`src/rtl/x64_adc_pkg.sv`:
```
// Shared widths, FSM encoding and phase helpers for the x64 ADC 24-to-64 gearbox.
package x64_adc_pkg;

  localparam int ADC_WORD_W  = 24;
  localparam int BUS_W       = 64;
  localparam int GROUP_WORDS = 4;
  localparam int BLOCK_WORDS = 8;
  localparam int ERRCNT_W    = 16;
  localparam int BLOCK_W     = ADC_WORD_W * BLOCK_WORDS;
  localparam int PHASE_W     = 3;

  typedef enum logic {
    ST_IDLE = 1'b0,
    ST_RUN  = 1'b1
  } gb_state_e;

  // Group boundaries fall on phases 0 and 4 (GROUP_WORDS is a power of two).
  function automatic logic sync_expected(input logic [PHASE_W-1:0] ph);
    return (ph[1:0] == 2'b00);
  endfunction

  // Phases whose acceptance completes one 64-bit output word.
  function automatic logic is_emit_phase(input logic [PHASE_W-1:0] ph);
    return (ph == 3'd2) || (ph == 3'd5) || (ph == 3'd7);
  endfunction

endpackage

```
`src/rtl/x64_adc_gearbox_phase.sv`:
```
// Block alignment FSM: tracks the word phase inside an 8-word block, checks
// group sync placement and reports which phase (if any) accepts the current word.
module x64_adc_gearbox_phase
  import x64_adc_pkg::*;
(
  input  logic               clk,
  input  logic               rst,
  input  logic               i_vld,
  input  logic               i_sync,
  output logic               o_acc,
  output logic [PHASE_W-1:0] o_acc_phase,
  output logic               o_misalign
);

  // state   | meaning
  // ST_IDLE | unaligned, dropping words until a sync-qualified word
  // ST_RUN  | aligned, r_phase is index of next expected word in the block

  gb_state_e          r_state;
  gb_state_e          w_state_nxt;
  logic [PHASE_W-1:0] r_phase;
  logic [PHASE_W-1:0] w_phase_nxt;

  always_ff @(posedge clk) begin
    if (rst) begin
      r_state <= ST_IDLE;
      r_phase <= '0;
    end else begin
      r_state <= w_state_nxt;
      r_phase <= w_phase_nxt;
    end
  end

  always_comb begin
    w_state_nxt = r_state;
    w_phase_nxt = r_phase;
    o_acc       = 1'b0;
    o_acc_phase = r_phase;
    o_misalign  = 1'b0;
    case (r_state)
      ST_IDLE: begin
        if (i_vld && i_sync) begin
          o_acc       = 1'b1;
          o_acc_phase = '0;
          w_state_nxt = ST_RUN;
          w_phase_nxt = 3'd1;
        end
      end
      ST_RUN: begin
        if (i_vld) begin
          if (i_sync && !sync_expected(r_phase)) begin
            // Early sync: abandon the partial block and restart on this word.
            o_misalign  = 1'b1;
            o_acc       = 1'b1;
            o_acc_phase = '0;
            w_phase_nxt = 3'd1;
          end else if (!i_sync && sync_expected(r_phase)) begin
            o_misalign  = 1'b1;
            w_state_nxt = ST_IDLE;
            w_phase_nxt = '0;
          end else begin
            o_acc       = 1'b1;
            o_acc_phase = r_phase;
            w_phase_nxt = r_phase + 3'd1;
          end
        end
      end
      default: begin
        w_state_nxt = ST_IDLE;
        w_phase_nxt = '0;
      end
    endcase
  end

endmodule

```
`src/rtl/x64_adc_gearbox_24to64.sv`:
```
// Repacks aligned 8x24-bit ADC blocks into three 64-bit words with sticky misalign
// flag; the saturating error counter exists only with X64_ADC_GEARBOX_ERRCNT_EN.
module x64_adc_gearbox_24to64
  import x64_adc_pkg::*;
(
  input  logic                  clk,
  input  logic                  rst,
  input  logic [ADC_WORD_W-1:0] din,
  input  logic                  din_vld,
  input  logic                  din_sync,
  output logic [BUS_W-1:0]      dout,
  output logic                  dout_vld,
  output logic                  dout_first,
  output logic                  err_misalign,
  output logic [ERRCNT_W-1:0]   err_count
);

  logic               w_acc;
  logic [PHASE_W-1:0] w_acc_phase;
  logic               w_misalign;
  logic               w_emit;
  logic [BLOCK_W-1:0] r_block;
  logic [BLOCK_W-1:0] w_blk;
  logic [BUS_W-1:0]   w_dout_nxt;
  logic [BUS_W-1:0]   r_dout;
  logic               r_dout_vld;
  logic               r_dout_first;
  logic               r_err_misalign;

  x64_adc_gearbox_phase u_phase (
    .clk         (clk),
    .rst         (rst),
    .i_vld       (din_vld),
    .i_sync      (din_sync),
    .o_acc       (w_acc),
    .o_acc_phase (w_acc_phase),
    .o_misalign  (w_misalign)
  );

  // Block image including the word being accepted this cycle, so the output
  // word completed by that word can be registered on the same edge.
  always_comb begin
    w_blk = r_block;
    for (int k = 0; k < BLOCK_WORDS; k++) begin
      if (w_acc && (w_acc_phase == PHASE_W'(k))) begin
        w_blk[k*ADC_WORD_W +: ADC_WORD_W] = din;
      end
    end
  end

  assign w_emit = w_acc && is_emit_phase(w_acc_phase);

  always_comb begin
    case (w_acc_phase)
      3'd5:    w_dout_nxt = w_blk[2*BUS_W-1:BUS_W];
      3'd7:    w_dout_nxt = w_blk[3*BUS_W-1:2*BUS_W];
      default: w_dout_nxt = w_blk[BUS_W-1:0];
    endcase
  end

  always_ff @(posedge clk) begin
    if (rst) begin
      r_block        <= '0;
      r_dout         <= '0;
      r_dout_vld     <= 1'b0;
      r_dout_first   <= 1'b0;
      r_err_misalign <= 1'b0;
    end else begin
      if (w_acc) begin
        r_block <= w_blk;
      end
      r_dout_vld   <= w_emit;
      r_dout_first <= w_emit && (w_acc_phase == 3'd2);
      if (w_emit) begin
        r_dout <= w_dout_nxt;
      end
      if (w_misalign) begin
        r_err_misalign <= 1'b1;
      end
    end
  end

  assign dout         = r_dout;
  assign dout_vld     = r_dout_vld;
  assign dout_first   = r_dout_first;
  assign err_misalign = r_err_misalign;

`ifdef X64_ADC_GEARBOX_ERRCNT_EN
  logic [ERRCNT_W-1:0] r_err_count;

  always_ff @(posedge clk) begin
    if (rst) begin
      r_err_count <= '0;
    end else if (w_misalign && (r_err_count != {ERRCNT_W{1'b1}})) begin
      r_err_count <= r_err_count + 1'b1;
    end
  end

  assign err_count = r_err_count;
`else
  assign err_count = '0;
`endif

endmodule

```
`config.mk`:
```
export PLATFORM = sky130hd
export DESIGN_NAME = x64_adc_gearbox_24to64
export DESIGN_NICKNAME = d
export VERILOG_FILES = /design/src/rtl/x64_adc_pkg.sv /design/src/rtl/x64_adc_gearbox_phase.sv /design/src/rtl/x64_adc_gearbox_24to64.sv
export SDC_FILE = /design/constraint.sdc
export NUM_CORES = 1
export LEC_CHECK = 0
export CORE_MARGIN = 3
export CORE_UTILIZATION = 54
export CTS_BUF_LIST = sky130_fd_sc_hd__clkbuf_2 sky130_fd_sc_hd__clkbuf_4 sky130_fd_sc_hd__clkbuf_8
export CTS_CLUSTER_SIZE = 20
export DETAILED_ROUTE_END_ITERATION = 12
export HOLD_SLACK_MARGIN = 0.08
export PLACE_DENSITY = 0.79
export SYNTH_ARGS = -nofsm -noshare
export SYNTH_HDL_FRONTEND = slang
export SYNTH_SLANG_ARGS = --single-unit
```
`constraint.sdc`:
```
create_clock -name clk -period 3.4 [get_ports clk]
set_clock_uncertainty 0.15 [all_clocks]
set_input_delay 0.68 -clock clk [delete_from_list [all_inputs] [get_ports clk]]
set_output_delay 0.68 -clock clk [all_outputs]
set_load 0.02 [all_outputs]
```
# Word-level counts from Yosys, hierarchy flattened
# Cells that the tools add are included.
# op_classes
add_sub_neg	1
n_eq_ne	9
muxes	29
bitwise_logic	1
n_reduce_logical	20
# op_table
op	n
$mux W24	8
$pmux W64 S2	1
$mux W3	7
$logic_and A1 B1 Y1	13
$eq A3 B3 Y1 const B	4
$pmux W3 S2	2
$mux W1	9
$eq A3 B2 Y1 const B	2
$pmux W1 S2	2
$add A3 B1 Y3 const B	1
$eq A3 B1 Y1 const B	1
$logic_not A3 Y1	1
$logic_not A1 Y1	2
$logic_not A2 Y1	1
$logic_or A1 B1 Y1	2
$ne A2 B1 Y1 const B	1
$ne A2 B2 Y1 const B	1
$reduce_and A2 Y1	1
$not A1 Y1	1
# word_totals
register_bits	263
inputBits	28
out_inout_bits	83
word_cells	67

# Logic depth before layout (Yosys ltp)
# Gate-level depths: netlist (run 1).
# logic_depth
word_depth	11
depth_mapped	15
depth_no_buf	9

# Cells and area by module
# Synthesis (run 1) repeated with hierarchy kept, for this count alone.
# unflattened
cells_unflattened	1386
area_unflattened_um2	10617.7
# by_module_without_submodules
mod	n_inst	cells_per_inst	area_per_inst_um2	seq_area_each_um2
x64_adc_gearbox_24to64	1	1349	10323.7	4524.3
x64_adc_gearbox_phase	1	37	294.0	80.1

# Least setup slack after synthesis (run 1)
# Ideal clock, no wire load.
# synth_path
kind	reg2reg
startpoint	reg u_phase.r_phase[1]
endpoint	reg r_dout[40], in the netlist dout[40]
setup_ns	0.120
arrival_time_ns	3.127
required_time_ns	3.130
path_slack_ns	0.003
path_stages_with_launch	16
path_buffers	6
period_less_slack_ns	3.397
cell_sequence	dfxtp_1 -> buf_2 -> inv_1 -> clkbuf_1 -> clkbuf_1 -> ha_1 -> inv_1 -> ha_1 -> nand4bb_1 -> buf_2 -> or4_4 -> buf_6 -> buf_6 -> mux2i_1 -> o22ai_1 -> o31a_1
# synth_between
elab_chain_cells	10
elab_cells_between_ends	27
cone_classes	eq/ne (5); mux (12); reduce/logical (10)
# synth_rtl
element	line	source
start, declared	x64_adc_gearbox_phase.sv:21	logic [PHASE_W-1:0] r_phase;
start signal, assigned	x64_adc_gearbox_phase.sv:30	r_phase <= w_phase_nxt;
$logic_not A2 Y1	x64_adc_pkg.sv:19	return (ph[1:0] == 2'b00);
$logic_not A1 Y1	x64_adc_gearbox_phase.sv:51	if (i_sync && !sync_expected(r_phase)) begin
$logic_and A1 B1 Y1	x64_adc_gearbox_phase.sv:51	
$mux W3	x64_adc_gearbox_phase.sv:51	
$mux W3	x64_adc_gearbox_phase.sv:50	if (i_vld) begin
$pmux W3 S2	x64_adc_gearbox_phase.sv:40	case (r_state)
$eq A3 B1 Y1 (tied with other cells)	x64_adc_gearbox_24to64.sv:45	if (w_acc && (w_acc_phase == PHASE_W'(k))) begin
$logic_and A1 B1 Y1 / $logic_or A1 B1 Y1 (equally long branches)	x64_adc_gearbox_24to64.sv:45, x64_adc_pkg.sv:24	
$mux W24 / $logic_or A1 B1 Y1 (equally long branches)	x64_adc_gearbox_24to64.sv:45, x64_adc_pkg.sv:24	
$pmux W64 S2 / $logic_and A1 B1 Y1 (equally long branches)	x64_adc_gearbox_24to64.sv:54, x64_adc_gearbox_24to64.sv:51	
end signal, assigned	x64_adc_gearbox_24to64.sv:75	r_dout <= w_dout_nxt;
end, declared	x64_adc_gearbox_24to64.sv:25	logic [BUS_W-1:0] r_dout;
# Parallel ways exist; a longest one is shown, timed or not.
# A chain may end at the register's enable or synchronous reset.

# Worst setup path after layout (run 1)
# layout_path
startpoint	reg u_phase.r_phase[0]
endpoint	reg r_block[169]
# layout_between
elab_chain_cells	9
elab_cells_between_ends	15
cone_classes	eq/ne (1); mux (9); reduce/logical (5)
# layout_rtl
element	line	source
$logic_not A2 Y1	x64_adc_pkg.sv:19	
$logic_not A1 Y1	x64_adc_gearbox_phase.sv:51	
$logic_and A1 B1 Y1	x64_adc_gearbox_phase.sv:51	
$mux W3	x64_adc_gearbox_phase.sv:51	
$mux W3	x64_adc_gearbox_phase.sv:50	
$pmux W3 S2	x64_adc_gearbox_phase.sv:40	
$eq A3 B3 Y1	x64_adc_gearbox_24to64.sv:45	
$logic_and A1 B1 Y1	x64_adc_gearbox_24to64.sv:45	
$mux W24	x64_adc_gearbox_24to64.sv:45	
end signal, assigned	x64_adc_gearbox_24to64.sv:70	r_block <= w_blk;
end, declared	x64_adc_gearbox_24to64.sv:22	logic [BLOCK_W-1:0] r_block;
# Parallel ways exist; a longest one is shown, timed or not.

==> results of run 1 <==
==> cell usage in the layout (no fill, tap or decap), types with 6 or more instances in the layout <==
cell,netlist,layout
sky130_fd_sc_hd__clkdlybuf4s50_1,0,93
sky130_fd_sc_hd__a211oi_1,37,37
sky130_fd_sc_hd__a21oi_1,166,166
sky130_fd_sc_hd__a21boi_0,12,12
sky130_fd_sc_hd__clkbuf_4,0,14
sky130_fd_sc_hd__nor3b_1,12,12
sky130_fd_sc_hd__o22ai_1,16,16
sky130_fd_sc_hd__o21ai_0,6,6
sky130_fd_sc_hd__nor3_1,11,10
sky130_fd_sc_hd__and2_1,25,25
sky130_fd_sc_hd__a31oi_1,13,13
sky130_fd_sc_hd__mux4_2,8,8
sky130_fd_sc_hd__mux2i_1,85,85
sky130_fd_sc_hd__dfxtp_1,263,262
sky130_fd_sc_hd__nand2_1,330,330
sky130_fd_sc_hd__buf_4,18,74
sky130_fd_sc_hd__mux2_2,9,9
sky130_fd_sc_hd__nor2_1,106,105
sky130_fd_sc_hd__a31o_2,24,24
sky130_fd_sc_hd__nor2b_1,11,11
sky130_fd_sc_hd__o31a_1,16,16
sky130_fd_sc_hd__o31ai_1,24,24
sky130_fd_sc_hd__conb_1,1,16
sky130_fd_sc_hd__clkbuf_8,0,58
sky130_fd_sc_hd__inv_1,6,6
sky130_fd_sc_hd__nand3b_1,25,25
==> through the flow <==
stage | hold WS (ps) | setup slack, ps | area [µm²]
6_report | 298 | 441 | 13800
5_1_grt | 312 | 263 | 13800
4_1_cts | 301 | 475 | 13800
3_5_place_dp | 294 | 43.9 | 12800
3_3_place_gp | 287 | 82.6 | 12800
2_1_floorplan | 281 | 3.39 | 11600
==> worst paths after layout <==
| check | from | to |
|---|---|---|
| worst min-delay path | r_block[129] | r_block[129] |
| worst max-delay path | u_phase.r_phase[0] | r_block[169] |
| worst max register to register | u_phase.r_phase[0] | r_block[169] |
| worst min register to register | r_block[129] | r_block[129] |
==> layout make-up <==
cell class / count / area (µm²)
fill: 1658 / 6850
multi-input combinational: 983 / 5620
sequential: 263 / 5270
timing repair buffer: 172 / 1580
clock buffer: 72 / 903
tap: 270 / 338
clock inverter: 3 / 40.0
inverter: 6 / 22.5
==> report_power, final <==
group | switching (mW) | leakage (nW) | internal, mW | total (mW)
Combinational | 0.284 | 2.51 | 0.137 | 0.421
Sequential | 0.0153 | 2.12 | 3.10 | 3.12
Clock | 1.23 | 0.503 | 1.74 | 2.97
Total | 1.53 | 5.14 | 4.98 | 6.51
==> state kept, by name, indices dropped and copies added (netlist names) <==
signal / count
dout_vld: 1
err_misalign: 1
r_block: 192
dout_first: 1
u_phase.r_state: 1
dout: 64
u_phase.r_phase: 3
==> kinds of logic (layout without fill, tap and decap cells) <==
family                   after synthesis  after routing  synth area share
AND/OR/NAND/NOR                      537            537             0.202
AO/OA/AOI/OAI                        324            324             0.176
flip-flops                           263            263             0.456
buffers and inverters                161            253            0.0627
multiplexers                         102            102            0.0982
adder cells (fa/ha/maj)                4              4           0.00434
other                                  1             16          0.000325
==> critical path: cells and delay by family (launching register included) <==
kind	cells	cell delay, ps
mux	2	570
fa+ha+maj	2	430
simple gates	2	220
flops	1	400
buf+inv	3	580
compound gates	1	460
==> layer usage <==
metal / GRT usage / vias up / routed length (µm)
li1: - / 4858 / -
met1: 0.376 / 5089 / 14100
met2: 0.451 / 555 / 15900
met3: 0.0744 / 122 / 3490
met4: 0.160 / 0 / 1930
met5: 0 / - / 0
==> metrics, run 1 <==
status finished, final reports clean; synthesized flop and latch total between 200 and 300; final-report max-slew violation count 0; area added between synthesis and finish 19.4%; buffers inserted during post-CTS setup optimization 0; drt wl/cell ~20 µm; mean number of vias per cell 6.01; chip height around 150 µm; leakage component of the power a little over 5 nW; maximum single-stage delay on the critical path ~460 ps; worst skew pair latency roughly 550 ps; maxcap violations 0; critical path data required time about 3700 ps; clock buffers created by TritonCTS between 40 and 50; Post-Syn Instances 1392; Async S/R FF share, synth 0; count of unresolved DRC violations after routing 0; Port-buffer cells 94; sum of net half-perimeters after detailed placement between 20000 and 25000 µm; number of nets in the final layout around 1500; Power per Cell Area 473 mW/mm²; RSZ-0062 raised after global routing no; number of antenna diodes 0; Synth top cells by count sky130_fd_sc_hd__nand2_1 (330), sky130_fd_sc_hd__dfxtp_1 (263), sky130_fd_sc_hd__a21oi_1 (166), sky130_fd_sc_hd__clkbuf_1 (109), sky130_fd_sc_hd__nor2_1 (106); area of the mapped netlist 0.0115 mm²; Hold/Removal Path Class reg -> reg; H-tree depth 2; fraction of layout cells with a size suffix above 1 0.139; clock-pin slew on the worst setup and hold paths ~60 ps; DR iter-0 viols between 900 and 1000; synth top area cells sky130_fd_sc_hd__dfxtp_1 (46%), sky130_fd_sc_hd__nand2_1 (11%), sky130_fd_sc_hd__mux2i_1 (7.4%), sky130_fd_sc_hd__a21oi_1 (7.2%), sky130_fd_sc_hd__clkbuf_1 (3.5%); utilization of the core after routing 0.668; post-detailed-routing wire length approximately 35000 µm; library cell used as clock root buffer sky130_fd_sc_hd__clkbuf_8; setup slack of the most critical reg-to-reg path 440 ps; Main synth FF type sky130_fd_sc_hd__dfxtp_1; crit path launch type register; GRT Overall Usage 0.292; number of global-route vias before repair 10100; Reg2Reg Depth 10; hold violation count in the final report 0; width of the die ~150 µm; vias after detailed routing roughly 11000; number of primary I/O pins between 100 and 150; count of warnings emitted by yosys 0; Setup crit end kind register; worst setup path category reg -> reg; highest ir drop seen on vdd 0.000262 V; routability congestion estimate from global placement just under 0.9; initial antenna violation count 0; CTS resizes 0; Tcrit/Tclk final 0.870; number of buffers inserted for hold repair after clock tree synthesis 0; pin count of the biggest net entering global routing 85; final critical-path required period 2960 ps; slowest stage cell, crit path sky130_fd_sc_hd__a21oi_4; Hold Path Depth 2; cell taking the most area after synthesis sky130_fd_sc_hd__dfxtp_1; synthesized area per cell ~8.3 µm²; number of nets with antenna violations after detailed routing 0; global-route wire length before repair 55000 µm; count of unique library cells instantiated by Yosys 48; relative max-transition margin 0.452; total power 6.51 mW; most numerous cell in the Yosys netlist sky130_fd_sc_hd__nand2_1; effective utilization at floorplan 0.559; GR Overflow Total 0; final sum of negative setup slack 0 ps; total instance count after detailed placement around 1700; number of optimization iterations in the first detailed-route pass 6; deepest clock path buffer count 3; EDFF count, synth 0; area share of the leading cell type in the synthesized netlist 0.456; TritonCTS clock tree done; share of synthesized area occupied by flip-flops and latches 0.456; # rows between 50 and 60; arrival time worst endpoint 3240 ps; count of final setup violators 0; final instance count without filler cells between 1500 and 2000; number of sinks handled by clock tree synthesis 263; area of the placeable core 0.0206 mm²; overall die area roughly 0.023 mm²; Achievable Freq about 340 MHz; crit-path cells inv_1 -> ha_1 -> inv_1 -> ha_1 -> mux2_2 -> a21oi_4 -> nand3_1 -> buf_4 -> mux2i_1 -> nor2_1; Least-Margin Pin Slew about 800 ps; Crit Path Max Fanout 24
Power figures use the tool's default switching activity.
==> run 2: changes to the inputs <==
--- a/config.mk
+++ b/config.mk
@@ -11,7 +11,7 @@
 export CTS_CLUSTER_SIZE = 20
 export DETAILED_ROUTE_END_ITERATION = 12
 export HOLD_SLACK_MARGIN = 0.08
-export PLACE_DENSITY = 0.79
+export PLACE_DENSITY = 0.91
 export SYNTH_ARGS = -nofsm -noshare
 export SYNTH_HDL_FRONTEND = slang
 export SYNTH_SLANG_ARGS = --single-unit
==> run 2 against run 1 <==
Net effect: register-to-register slack got worse by 240 ps; critical endpoint is now dout[53]; hold slack about the same; clock power decreased by 10%; critical path depth unchanged; highest routed layer unchanged; setup slack got worse by 240 ps.
==> metrics, run 2 (synthesis results as in run 1) <==
GR Overflow Total 0 (unchanged); highest ir drop seen on vdd 0.000246 V (was 0.000262 V); maxcap violations 0 (unchanged); TritonCTS clock tree done (unchanged); effective utilization at floorplan 0.559 (unchanged); final sum of negative setup slack 0 ps (unchanged); relative max-transition margin 0.498 (was 0.452); clock buffers created by TritonCTS 41 (was 43); sum of net half-perimeters after detailed placement 21700 µm (about the same); Power per Cell Area 457 mW/mm² (was 473 mW/mm²); overall die area 0.0231 mm² (unchanged); number of nets with antenna violations after detailed routing 0 (unchanged); # rows 52 (unchanged); count of unresolved DRC violations after routing 0 (unchanged); area of the placeable core 0.0206 mm² (unchanged); max FFs per register 192 (unchanged); M3 GR Usage 0.0639 (was 0.0744); final critical-path required period 3200 ps (was 2960 ps); Hold Slack 299 ps (was 298 ps); global-route wire length before repair 55000 µm (about the same); number of antenna diodes 0 (unchanged); RSZ-0062 raised after global routing no (unchanged); fraction of met1 tracks used by global routing 0.370 (was 0.376); fraction of layout cells with a size suffix above 1 0.128 (was 0.139); leakage component of the power 5.00 nW (was 5.14 nW); vias after detailed routing 10700 (was 10600); Hold Path Depth 2 (unchanged); crit path launch type register (unchanged); pin count of the biggest net entering global routing 91 (was 85); drt wl/cell 20.2 µm (was 20.0 µm); routability congestion estimate from global placement 0.879 (was 0.873); grt met2 use 0.459 (was 0.451); area added between synthesis and finish 17.5% (was 19.4%); number of buffers inserted for hold repair after clock tree synthesis 0 (unchanged); library cell used as clock root buffer sky130_fd_sc_hd__clkbuf_8 (unchanged); most common cell after layout, fill and taps aside sky130_fd_sc_hd__nand2_1 (unchanged); status finished, final reports clean (unchanged); Largest Register r_block (unchanged); mean number of vias per cell 6.12 (was 6.01); clock-pin slew on the worst setup and hold paths 60 ps (about the same); Tcrit/Tclk final 0.940 (was 0.870); DR iter-0 viols 1326 (was 954); worst skew pair latency 560 ps (was 550 ps); deepest clock path buffer count 3 (unchanged); buffers inserted during post-CTS setup optimization 0 (unchanged); Port-buffer cells 94 (unchanged); Setup crit end kind register (unchanged); worst setup path category reg -> reg (unchanged); arrival time worst endpoint 3530 ps (was 3240 ps); width of the die 152 µm (unchanged); number of sinks handled by clock tree synthesis 263 (unchanged); critical path data required time 3730 ps (was 3680 ps); Achievable Freq 313 MHz (was 338 MHz); global routing's busiest layer met2 (unchanged); hold violation count in the final report 0 (unchanged); Reg2Reg Depth 10 (unchanged); final-report max-slew violation count 0 (unchanged); count of final setup violators 0 (unchanged); number of primary I/O pins 111 (unchanged); CTS resizes 0 (unchanged); number of global-route vias before repair 10300 (was 10100); H-tree depth 2 (unchanged); commonest non-fill, non-tap cells in the layout sky130_fd_sc_hd__nand2_1 (330), sky130_fd_sc_hd__dfxtp_1 (262), sky130_fd_sc_hd__a21oi_1 (166) (unchanged); Hold/Removal Path Class reg -> reg (unchanged); number of optimization iterations in the first detailed-route pass 6 (unchanged); GRT Overall Usage 0.290 (was 0.292); post-detailed-routing wire length 35400 µm (about the same); initial antenna violation count 0 (unchanged); Least-Margin Pin Slew 751 ps (was 820 ps); chip height 152 µm (unchanged); Crit Path Max Fanout 46 (was 24); number of nets in the final layout 1484 (was 1501)
[run 2: worst paths after layout]
kind | start | end | slack [ps]
worst max-delay path | u_phase.r_phase[0] | dout[53] | 200
worst min register to register | r_block[138] | r_block[138] | 300
worst max register to register | u_phase.r_phase[0] | dout[53] | 200
worst min-delay path | r_block[138] | r_block[138] | 300
[run 2: layout make-up]
class / count / area [µm²]
Multi-Input combinational cell: 983 / 5620
Clock inverter: 4 / 30.0
Inverter: 6 / 22.5
Tap cell: 270 / 338
Timing Repair Buffer: 157 / 1490
Sequential cell: 263 / 5270
Clock buffer: 67 / 785
Fill cell: 1516 / 7070
[run 2: per-stage QoR]
| stage | cells | worst slack, ps | util | area [µm²] | total power [mW] |
|---|---|---|---|---|---|
| after detailed placement | 1679 | 60.8 | 0.618 | 12700 | 3.58 |
| after CTS | 1750 | 322 | 0.657 | 13600 | 6.18 |
| after global routing | 1750 | 94.8 | 0.657 | 13600 | 6.36 |
| final | 1750 | 204 | 0.657 | 13600 | 6.20 |
| after floorplan | 1407 | 3.39 | - | 11600 | 3.43 |
| after global placement | 1679 | 157 | 0.618 | 12700 | 3.57 |
[run 2: power by group]
group	internal [mW]	switching (mW)	total [mW]
registers	3.10	0.0147	3.12
logic	0.132	0.281	0.413
clock network	1.46	1.21	2.66
total	4.69	1.50	6.20
[run 2: critical path, stage by stage (launching register included)]
cell and delay (ps):
sky130_fd_sc_hd__dfxtp_1 410, sky130_fd_sc_hd__inv_1 230, sky130_fd_sc_hd__ha_1 230, sky130_fd_sc_hd__inv_1 50, sky130_fd_sc_hd__ha_1 230, sky130_fd_sc_hd__mux2_2 320
sky130_fd_sc_hd__a21oi_4 220, sky130_fd_sc_hd__buf_12 260, sky130_fd_sc_hd__nand2_1 480, sky130_fd_sc_hd__o22ai_1 350, sky130_fd_sc_hd__o31a_1 180
[run 2: routing by layer]
layer | part of all wire | routed length (µm) | up-vias
met5 | 0 | 0 | -
met4 | 0.057 | 2010 | 0
met3 | 0.11 | 3950 | 154
met2 | 0.45 | 16000 | 698
met1 | 0.38 | 13500 | 5019
li1 | - | - | 4831
